==> src/rtl/led_pkg.sv <==
// Shared types for the LED pattern generator: display modes and bounce direction.
package led_pkg;

    typedef enum logic [1:0] {
        MODE_ROTL   = 2'd0,
        MODE_ROTR   = 2'd1,
        MODE_BOUNCE = 2'd2,
        MODE_OFF    = 2'd3
    } mode_e;

    localparam int MODE_COUNT = 4;

    localparam logic DIR_LEFT  = 1'b0;
    localparam logic DIR_RIGHT = 1'b1;

    function automatic mode_e next_mode(input mode_e cur);
        mode_e nxt;
        case (cur)
            MODE_ROTL:   nxt = MODE_ROTR;
            MODE_ROTR:   nxt = MODE_BOUNCE;
            MODE_BOUNCE: nxt = MODE_OFF;
            MODE_OFF:    nxt = MODE_ROTL;
            default:     nxt = MODE_ROTL;
        endcase
        return nxt;
    endfunction

endpackage

==> src/rtl/btn_debounce.sv <==
// Two-flop synchroniser plus stable-count debouncer for one active-low button.
// The debounced level follows the synchronised input only after CYC consecutive differing samples.
module btn_debounce #(
    parameter int CYC = 65536
) (
    input  logic clk0,
    input  logic reset,
    input  logic btn_raw,
    output logic level
);

    localparam int CW = (CYC > 1) ? $clog2(CYC) : 1;

    logic          sync1_r;
    logic          sync2_r;
    logic          level_r;
    logic [CW-1:0] cnt_r;

    // Synchronise the raw pin; idle (released) value is high.
    always_ff @(posedge clk0 or negedge reset) begin
        if (!reset) begin
            sync1_r <= 1'b1;
            sync2_r <= 1'b1;
        end else begin
            sync1_r <= btn_raw;
            sync2_r <= sync1_r;
        end
    end

    // Count consecutive disagreeing samples; any agreeing sample restarts the count.
    always_ff @(posedge clk0 or negedge reset) begin
        if (!reset) begin
            cnt_r   <= '0;
            level_r <= 1'b1;
        end else if (sync2_r != level_r) begin
            if (cnt_r == CW'(CYC - 1)) begin
                level_r <= sync2_r;
                cnt_r   <= '0;
            end else begin
                level_r <= level_r;
                cnt_r   <= cnt_r + CW'(1);
            end
        end else begin
            level_r <= level_r;
            cnt_r   <= '0;
        end
    end

    assign level = level_r;

endmodule

==> src/rtl/led_pattern_gen.sv <==
// Single-clock LED pattern generator: cascaded strobe prescaler, debounced buttons,
// speed ladder and four display modes driving a one-hot pattern.
module led_pattern_gen
    import led_pkg::*;
#(
    parameter int NUM_LEDS     = 4,
    parameter int NUM_SPEEDS   = 6,
    parameter int BASE_DIV     = 500000,
    parameter int RATIO        = 10,
    parameter int DEBOUNCE_CYC = 65536
) (
    input  logic                                                     clk0,
    input  logic                                                     reset,
    input  logic [NUM_SPEEDS:0]                                      buttons,
    output logic [NUM_LEDS-1:0]                                      leds,
    output logic [1:0]                                               mode,
    output logic [((NUM_SPEEDS > 1) ? $clog2(NUM_SPEEDS) : 1)-1:0]   speed,
    output logic                                                     step
);

    localparam int SW = (NUM_SPEEDS > 1) ? $clog2(NUM_SPEEDS) : 1;
    localparam int BW = (BASE_DIV > 1) ? $clog2(BASE_DIV) : 1;
    localparam int RW = (RATIO > 1) ? $clog2(RATIO) : 1;
    localparam int N  = NUM_LEDS;

    logic [NUM_SPEEDS:0]   btn_level_s;
    logic [NUM_SPEEDS:0]   pressed_s;
    logic [NUM_SPEEDS-1:0] tc_s;
    logic [NUM_SPEEDS-1:0] stb_s;
    logic [SW-1:0]         speed_sel_s;
    logic                  stb_sel_s;
    logic                  mode_adv_s;
    mode_e                 mode_nxt_s;
    logic [N-1:0]          pat_nxt_s;
    logic                  dir_nxt_s;
    logic [N-1:0]          leds_nxt_s;

    logic [N-1:0]          pattern_r;
    logic [N-1:0]          leds_r;
    logic                  dir_r;
    mode_e                 mode_r;
    logic [SW-1:0]         speed_r;
    logic                  step_r;
    logic                  adv_prev_r;

    for (genvar i = 0; i <= NUM_SPEEDS; i++) begin : g_btn
        btn_debounce #(.CYC(DEBOUNCE_CYC)) u_db (
            .clk0    (clk0),
            .reset   (reset),
            .btn_raw (buttons[i]),
            .level   (btn_level_s[i])
        );
    end

    assign pressed_s = ~btn_level_s;

    // Free-running prescaler stages; stage k advances only on stage k-1's strobe.
    for (genvar k = 0; k < NUM_SPEEDS; k++) begin : g_pre
        if (k == 0) begin : g_base
            logic [BW-1:0] cnt_r;
            // Stage 0 counts raw clk0 cycles.
            always_ff @(posedge clk0 or negedge reset) begin
                if (!reset) begin
                    cnt_r <= '0;
                end else if (cnt_r == BW'(BASE_DIV - 1)) begin
                    cnt_r <= '0;
                end else begin
                    cnt_r <= cnt_r + BW'(1);
                end
            end
            assign tc_s[k] = (cnt_r == BW'(BASE_DIV - 1));
        end else begin : g_stage
            logic [RW-1:0] cnt_r;
            // Upper stages count strobes of the stage below.
            always_ff @(posedge clk0 or negedge reset) begin
                if (!reset) begin
                    cnt_r <= '0;
                end else if (stb_s[k-1]) begin
                    cnt_r <= (cnt_r == RW'(RATIO - 1)) ? '0 : cnt_r + RW'(1);
                end else begin
                    cnt_r <= cnt_r;
                end
            end
            assign tc_s[k] = (cnt_r == RW'(RATIO - 1));
        end
    end

    // A stage strobes only when every stage below is also at terminal count.
    always_comb begin
        stb_s    = '0;
        stb_s[0] = tc_s[0];
        for (int k = 1; k < NUM_SPEEDS; k++) begin
            stb_s[k] = stb_s[k-1] & tc_s[k];
        end
    end

    // Highest pressed speed button wins; strobe of the currently selected stage.
    always_comb begin
        speed_sel_s = '0;
        stb_sel_s   = 1'b0;
        for (int i = 0; i < NUM_SPEEDS; i++) begin
            speed_sel_s = pressed_s[i] ? SW'(i) : speed_sel_s;
            stb_sel_s   = (speed_r == SW'(i)) ? stb_s[i] : stb_sel_s;
        end
    end

    // Next pattern, direction, mode and LED image.
    always_comb begin
        pat_nxt_s  = pattern_r;
        dir_nxt_s  = dir_r;
        mode_adv_s = pressed_s[NUM_SPEEDS] & ~adv_prev_r;
        mode_nxt_s = mode_adv_s ? next_mode(mode_r) : mode_r;
        if (step_r) begin
            case (mode_r)
                MODE_ROTL:   pat_nxt_s = {pattern_r[N-2:0], pattern_r[N-1]};
                MODE_ROTR:   pat_nxt_s = {pattern_r[0], pattern_r[N-1:1]};
                MODE_BOUNCE: begin
                    // An end-stop on the leading edge flips direction before moving.
                    if (dir_r == DIR_LEFT) begin
                        if (pattern_r[N-1]) begin
                            pat_nxt_s = {1'b0, pattern_r[N-1:1]};
                            dir_nxt_s = DIR_RIGHT;
                        end else begin
                            pat_nxt_s = {pattern_r[N-2:0], 1'b0};
                            dir_nxt_s = pat_nxt_s[N-1] ? DIR_RIGHT : DIR_LEFT;
                        end
                    end else begin
                        if (pattern_r[0]) begin
                            pat_nxt_s = {pattern_r[N-2:0], 1'b0};
                            dir_nxt_s = DIR_LEFT;
                        end else begin
                            pat_nxt_s = {1'b0, pattern_r[N-1:1]};
                            dir_nxt_s = pat_nxt_s[0] ? DIR_LEFT : DIR_RIGHT;
                        end
                    end
                end
                MODE_OFF:    pat_nxt_s = pattern_r;
                default:     pat_nxt_s = pattern_r;
            endcase
        end else begin
            pat_nxt_s = pattern_r;
        end
        if (mode_adv_s && (mode_nxt_s == MODE_BOUNCE)) begin
            dir_nxt_s = DIR_LEFT;
        end else begin
            dir_nxt_s = dir_nxt_s;
        end
        leds_nxt_s = (mode_nxt_s == MODE_OFF) ? '0 : pat_nxt_s;
    end

    // Control and output registers.
    always_ff @(posedge clk0 or negedge reset) begin
        if (!reset) begin
            pattern_r  <= N'(1);
            leds_r     <= N'(1);
            dir_r      <= DIR_LEFT;
            mode_r     <= MODE_ROTL;
            speed_r    <= '0;
            step_r     <= 1'b0;
            adv_prev_r <= 1'b0;
        end else begin
            pattern_r  <= pat_nxt_s;
            leds_r     <= leds_nxt_s;
            dir_r      <= dir_nxt_s;
            mode_r     <= mode_nxt_s;
            speed_r    <= speed_sel_s;
            step_r     <= stb_sel_s;
            adv_prev_r <= pressed_s[NUM_SPEEDS];
        end
    end

    assign leds  = leds_r;
    assign mode  = mode_r;
    assign speed = speed_r;
    assign step  = step_r;

endmodule
==> config.mk <==
export PLATFORM = sky130hd
export DESIGN_NAME = led_pattern_gen
export DESIGN_NICKNAME = d
export VERILOG_FILES = /design/src/rtl/led_pkg.sv /design/src/rtl/btn_debounce.sv /design/src/rtl/led_pattern_gen.sv
export SDC_FILE = /design/constraint.sdc
export NUM_CORES = 1
export LEC_CHECK = 0
export CAP_MARGIN = 40
export CELL_PAD_IN_SITES_DETAIL_PLACEMENT = 0
export CELL_PAD_IN_SITES_GLOBAL_PLACEMENT = 1
export CORE_UTILIZATION = 53
export CTS_CLUSTER_DIAMETER = 100
export DETAILED_ROUTE_END_ITERATION = 10
export PLACE_DENSITY = 0.88
export REMOVE_ABC_BUFFERS = 1
export SYNTH_ARGS = -nofsm -noshare
export SYNTH_HDL_FRONTEND = slang
export SYNTH_SLANG_ARGS = --single-unit
==> constraint.sdc <==
create_clock -name clk0 -period 5.77 [get_ports clk0]
set_clock_uncertainty 0.2 [all_clocks]
set_input_delay 1.154 -clock clk0 [delete_from_list [all_inputs] [get_ports clk0]]
set_output_delay 1.154 -clock clk0 [all_outputs]
set_load 0.01 [all_outputs]
==> results by group <==
Yosys
  – Synthesis Warnings: 0
  – Synth async-reset ratio: 1.00
  – Register area share after synthesis: 0.548
  – Synth cell types: 56
  – Post-Syn Area per Cell: 10.5 um^2
  – Post-Synthesis Cell Area: 0.00776 mm^2
  – #FFs+latches synth: 169
  – Post-synthesis cell count: 738
  – Synth Flop Type: dfrtp_1
  – Post-synth EDFFs: 0

Clock network
  – Clock Path Buffers: 2
  – Num CTS Buffers: 17
  – Sink Count: 169
  – H-tree depth: 4
  – Hold_buf cts: 0
  – Root buf cell: clkbuf_16
  – CTS tree: built
  – Worst-path clk slew: 0.06 ns
  – Post-CTS Resized: 0
  – Post-CTS Setup Bufs: 0
  – Clk_lat worst skew: 0.43 ns

Finish
  – Finished Layout Cells: 954
  – # diodes: 0
  – Layout Area Growth over Synthesis: 12.3%
  – Most common cell after layout, fill and taps aside: dfrtp_1
  – Fillers: 1,130
  – Net count, final: 782
  – Layout cells sized above 1: 0.0943
  – Fin area: 0.00872 mm^2
  – Commonest non-fill, non-tap cells in the layout: dfrtp_1 (149), nor2_1 (131), xor2_1 (72)
  – Fin util: 0.618

Power
  – VDD IR max: 208 uV
  – Cell leakage power: 3.90 nW
  – Pwr/cell area: 279 mW/mm^2

Routing
  – Drt pass-1 iters: 4
  – Drt via density: 5.39
  – Final wirelength: 13.5 mm
  – Number of remaining DRC errors: 0
  – Vias: 5,139
  – Iter 0 DRT Violations: 305
  – DRT antenna net count: 0
  – Routed wire length per instance: 14.2 um

STA
  – Slew margin rel.: 0.463
  – Setup ws final: 2.90 ns
  – Setup violators final: 0
  – FMAX: 348 MHz
  – Crit path time final: 2.87 ns
  – Tcrit/Tclk final: 0.497
  – Fin. Hold Viols: 0
  – Tightest Pin Transition: 0.805 ns
  – Setup TNS: 0 ns
  – Slew Limit Fails: 0
  – RSZ-0062 raised after global routing: false

Worst setup path
  – Worst Path Max Fanout: 8
  – WP depth: 1
  – Critical Path Max Stage Delay: 0.59 ns
  – RR Startpoint: g_btn[1].u_db.cnt_r[5]
  – CP startpoint: step
  – Slowest CP cell: clkdlybuf4s50_1
  – Worst Setup Path Type: reg -> out
  – Worst EP required: 4.42 ns
  – CP arrival: 1.52 ns
  – Cell family with most CP delay: buffers and inverters
  – Reg-to-Reg End: g_btn[1].u_db.cnt_r[11]
  – CP Capture Type: output port
  – CP startpoint kind: flop
  – R2R setup slack: 3.22 ns
  – Crit path buf inv count: 1
  – Reg2reg path depth: 5
  – CP Capture Point: step
  – Crit path cell chain: clkdlybuf4s50_1

Floorplan
  – Die width: 123 um
  – Die height: 123 um
  – Initial Util: 0.551
  – Floorplan row count: 43
  – Io pins: 19
  – Die area: 0.0151 mm^2
  – Core area: 0.0141 mm^2

GRT
  – Vias in the first global route: 5,203
  – Global Route Usage Sum: 0.200
  – First-pass GRT wire length: 23.5 mm
  – Initial antenna violation count: 0
  – GRT overflow: 0
  – Largest net degree at the start of global routing: 91

Placed design
  – Placed Area: 0.00811 mm^2
  – Placer Congestion: 0.788
  – DP HPWL: 9.10 mm
  – Setup Slack @ Placement: 3.19 ns
  – I/O Buffers: 17
  – Placed insts: 923

Job
  – Max-cap violations: 0

Min path
  – Hold crit path type: reg -> reg

Outcome
  – Status: complete, no violations
[synth_stat cells (2+ instances only)]
master	n	area share
a21boi_0	4	0.0039
ha_1	11	0.018
nor4_4	2	0.0055
o2bb2ai_1	2	0.0023
o21a_1	2	0.0019
dfrtp_1	149	0.48
xor2_1	72	0.081
nand3_1	45	0.029
nand2b_1	7	0.0056
mux2_2	6	0.0087
mux2i_1	3	0.0039
and2_1	6	0.0048
o2111ai_1	2	0.0023
nand2_1	50	0.024
nor2b_1	9	0.0073
nor2_1	131	0.063
nor3_1	3	0.0019
and3_1	21	0.017
inv_1	32	0.015
o32ai_1	2	0.0023
xnor2_1	44	0.050
and4_1	15	0.017
a22o_1	5	0.0056
o21ai_0	12	0.0077
a31oi_1	4	0.0032
buf_2	5	0.0032
or2_2	5	0.0040
or3_1	4	0.0032
clkbuf_1	9	0.0044
a21oi_1	8	0.0052
nand4_1	21	0.017
nor4_1	4	0.0032
dfstp_2	20	0.068
[how the worst min path moves through the flow]
stage | cells past startpoint | slack, ns | endpoint | start
after global placement | 0 | 0.15 | g_btn[1].u_db.sync2_r | g_btn[1].u_db.sync1_r
after CTS | 0 | 0.16 | g_btn[2].u_db.sync2_r | g_btn[2].u_db.sync1_r
after global routing | 0 | 0.16 | g_btn[2].u_db.sync2_r | g_btn[2].u_db.sync1_r
final | 0 | 0.16 | g_btn[6].u_db.sync2_r | g_btn[6].u_db.sync1_r
after floorplan | 0 | 0.15 | g_btn[1].u_db.sync2_r | g_btn[1].u_db.sync1_r
after detailed placement | 0 | 0.15 | g_btn[6].u_db.sync2_r | g_btn[6].u_db.sync1_r
[cell type report]
cell class | instances | area [um^2] | share of cell area
Tap cell | 180 | 225 | 0.0258
Clock buffer | 21 | 460 | 0.0528
Multi-Input combinational cell | 522 | 3320 | 0.381
Timing Repair Buffer | 20 | 194 | 0.0223
Sequential cell | 169 | 4250 | 0.488
Inverter | 32 | 120 | 0.0138
Clock inverter | 10 | 143 | 0.0164
[cells by family after synthesis]
| kind of cell | synth area share |
|---|---|
| compound gates | 0.0416 |
| xor+xnor | 0.131 |
| fa+ha+maj | 0.0177 |
| buf+inv | 0.0245 |
| flops | 0.548 |
| mux | 0.0160 |
| simple gates | 0.221 |
[per-layer routing]
| layer | part of all wire | global-route usage | vias to the layer above |
|---|---|---|---|
| met1 | 0.46 | 0.248 | 2569 |
| met5 | 0 | 0 | - |
| met3 | 0.022 | 0.0521 | 11 |
| li1 | - | - | 2515 |
| met2 | 0.51 | 0.342 | 44 |
| met4 | 0.012 | 0.0670 | 0 |
[power breakdown]
| part | switching [W] | total (W) | internal, W |
|---|---|---|---|
| registers | 0.0000125 | 0.00122 | 0.00120 |
| clock network | 0.000455 | 0.00116 | 0.000705 |
| logic | 0.0000418 | 0.0000589 | 0.0000172 |
[stage by stage]
stage / hold WS [ns] / total power [W]
global route: 0.159 / 0.00253
floorplan: 0.145 / 0.00126
detailed placement: 0.147 / 0.00130
global placement: 0.146 / 0.00130
CTS: 0.155 / 0.00246
finish: 0.156 / 0.00243
[state kept, by name (all words and copies together) (netlist names)]
| name | flops |
|---|---|
| adv_prev_r | 1 |
| dir_r | 1 |
| g_btn.u_db.cnt_r | 96 |
| g_btn.u_db.level | 6 |
| g_btn.u_db.sync1_r | 6 |
| g_btn.u_db.sync2_r | 6 |
| g_pre.g_base.cnt_r | 19 |
| g_pre.g_stage.cnt_r | 20 |
| leds | 4 |
| mode | 2 |
| pattern_r | 4 |
| speed | 3 |
| step | 1 |
No activity file was read; power rests on OpenSTA's default activity.
==> patch (config.mk and constraints unchanged) <==
Change the parameter `BASE_DIV` from 500000 to 250000.
--- a/src/rtl/led_pattern_gen.sv
+++ b/src/rtl/led_pattern_gen.sv
@@ -5,7 +5,7 @@
 #(
     parameter int NUM_LEDS     = 4,
     parameter int NUM_SPEEDS   = 6,
-    parameter int BASE_DIV     = 500000,
+    parameter int BASE_DIV     = 250000,
     parameter int RATIO        = 10,
     parameter int DEBOUNCE_CYC = 65536
 ) (
Function: no difference found for any inputs over 10 cycles, from zero or initial values and one cycle with reset low; that may be too few to reach the edited logic, so the function may still have changed.
==> patch against the unedited design <==
  * Via count up 0.97%
  * Sequential cell count down 1
  * First-iteration DRC count up 12%
  * Final area down 0.86%
  * Largest cell class unchanged
  * Core utilization down 0.061 points
  * Synthesized area down 1.6%
  * Worst setup slack worse by 200 ps
  * Routed wire length down 0.86%
  * Largest power group unchanged
  * Non-clock buffer count down 1
  * Maximum frequency down 6.6%
  * Power up 1.8%
  * Register-to-register slack worse by 520 ps
==> patch: results (changes against the unedited design) <==
antenna_found_initial: 0  # unchanged
final_layout_size_suffix_gt1_share_pct: 8.892  # -0.54 points
synth_warnings: 0  # unchanged
cellLeakagePower_uw: 0.003774  # -3.3%
worstSkewPairLatency_ps: 420
place_hpwl_mm: 8.957  # -1.6%
worstPathMaxFanout: 15  # +7
r2r_start: "g_pre[0].g_base.cnt_r[5]"
reg_top3: "g_btn.u_db.cnt_r x96, g_pre.g_stage.cnt_r x20, g_pre.g_base.cnt_r x18"
path_buf_inv: 0  # -1
gp_congestion: 0.8128  # +3.1%
finalSetupTns_ps: 0  # unchanged
num-fill-cells: 1121  # -0.80%
critical-path-top-delay-family: "simple AND/OR/NAND/NOR gates"
ys_async_sr_fraction_pct: 100.0  # unchanged
cts_resized: 0  # unchanged
clockBufferDepth: 2  # unchanged
first_iter_violations: 342  # +12%
ys_top_cells_by_area: "dfrtp_1 (48%), dfstp_2 (6.9%), nor2_1 (6.7%)"
root_buffer: "clkbuf_16"
min-delay-path-class: "reg2reg"
r2r_cells: 5  # unchanged
synthTopCellsByCount: "dfrtp_1 (148), nor2_1 (136), xnor2_1 (56)"
ir_drop_mv: 0.2009  # -3.4%
synth-seq-area-share_pct: 55.34  # +0.54 points
cp_slowest_cell: "and2_0"
slew_headroom_pct: 41.97  # -4.4 points
drv_slew: 0  # unchanged
status: "finished, final reports clean"
grt_pass1_wl_mm: 23.50  # +0.20%
grt_pass1_vias: 5151  # -1.0%
layout.nets: 783  # +0.13%
firstDrtPassIters: 4  # unchanged
port-buffer-count: 17  # unchanged
path_clk_slew_ps: 60  # about the same
diodes: 0  # unchanged
postCtsSetupRepairBufs: 0  # unchanged
grt_max_degree: 74  # -19%
cp_slowest_stage_delay_ps: 770  # +180 ps
pre_cts_ws_ps: 2687  # -501.3 ps
arrival_ps: 3180  # +1660 ps
h-tree-depth: 4  # unchanged
synth_cell_types: 58  # +3.6%
swShare_pct: 20.34  # -0.59 points
avgViaCountPerCell: 5.428  # +0.76%
r2r_end: "g_pre[1].g_stage.cnt_r[1]"
drt_wl_total_mm: 13.41  # -0.86%
min_from: "g_btn[5].u_db.sync1_r"
grt_usage_pct: 20.13  # +0.084 points
numCtsBuffers: 17  # unchanged
use_met3_pct: 5.805  # +0.59 points
met1_usage_pct: 25.20  # +0.45 points
hold_depth: 0  # unchanged
cp-startpoint: "g_pre[0].g_base.cnt_r[5]"
ys.flop_type: "dfrtp_1"
rrSetupSlack_ps: 2700  # -520 ps
hold_path_end: "g_btn[5].u_db.sync2_r"
use_met2_pct: 33.90  # -0.30 points
[patch: logic make-up after synthesis]
group,share of synthesized area [%]
AND/OR/NAND/NOR,22.22
flip-flops,55.34
XOR/XNOR,12.72
AO/OA/AOI/OAI,4.585
buffers and inverters,2.177
adder cells (fa/ha/maj),1.801
multiplexers,1.162
[patch: power by group through the flow]
stage / Combinational (uW) / Sequential (uW) / Clock [uW]
finish: 60.4 / 1210 / 1210
global route: 71.9 / 1210 / 1280
CTS: 63.1 / 1210 / 1230
detailed placement: 62.0 / 1230 / 0
global placement: 60.0 / 1230 / 0
floorplan: 26.5 / 1230 / 0
[patch: how the worst max path moves through the flow]
stage / end / slack [ps] / cells after the start
global placement: g_pre[1].g_stage.cnt_r[1] / 2820 / 5
global route: g_pre[3].g_stage.cnt_r[3] / 2500 / 5
floorplan: g_pre[1].g_stage.cnt_r[1] / 3190 / 5
CTS: g_pre[1].g_stage.cnt_r[1] / 2680 / 5
detailed placement: g_pre[1].g_stage.cnt_r[1] / 2690 / 5
finish: g_pre[1].g_stage.cnt_r[1] / 2700 / 5
[patch: layout make-up]
class	count	share of cell area, %
clock buffer	21	5.445
inverter	30	1.303
timing repair buffer	19	2.158
clock inverter	11	1.969
tap	180	2.606
multi-input combinational	527	37.58
sequential	168	48.94
[patch: per-layer routing]
metal	vias to the layer above	share of wire [%]
met5	-	0
met2	70	50
met3	17	3.0
met1	2572	46
li1	2530	-
met4	0	1.2
[patch: through the flow]
stage / hold slack, ps / power (uW) / cell area (um2) / instances
finish: 156.0 / 2477 / 8641 / 956
global route: 158.4 / 2566 / 8641 / 956
CTS: 156.2 / 2504 / 8641 / 956
detailed placement: 147.5 / 1292 / 8000 / 924
global placement: 147.2 / 1289 / 8000 / 924
floorplan: 145.2 / 1254 / 7589 / 725
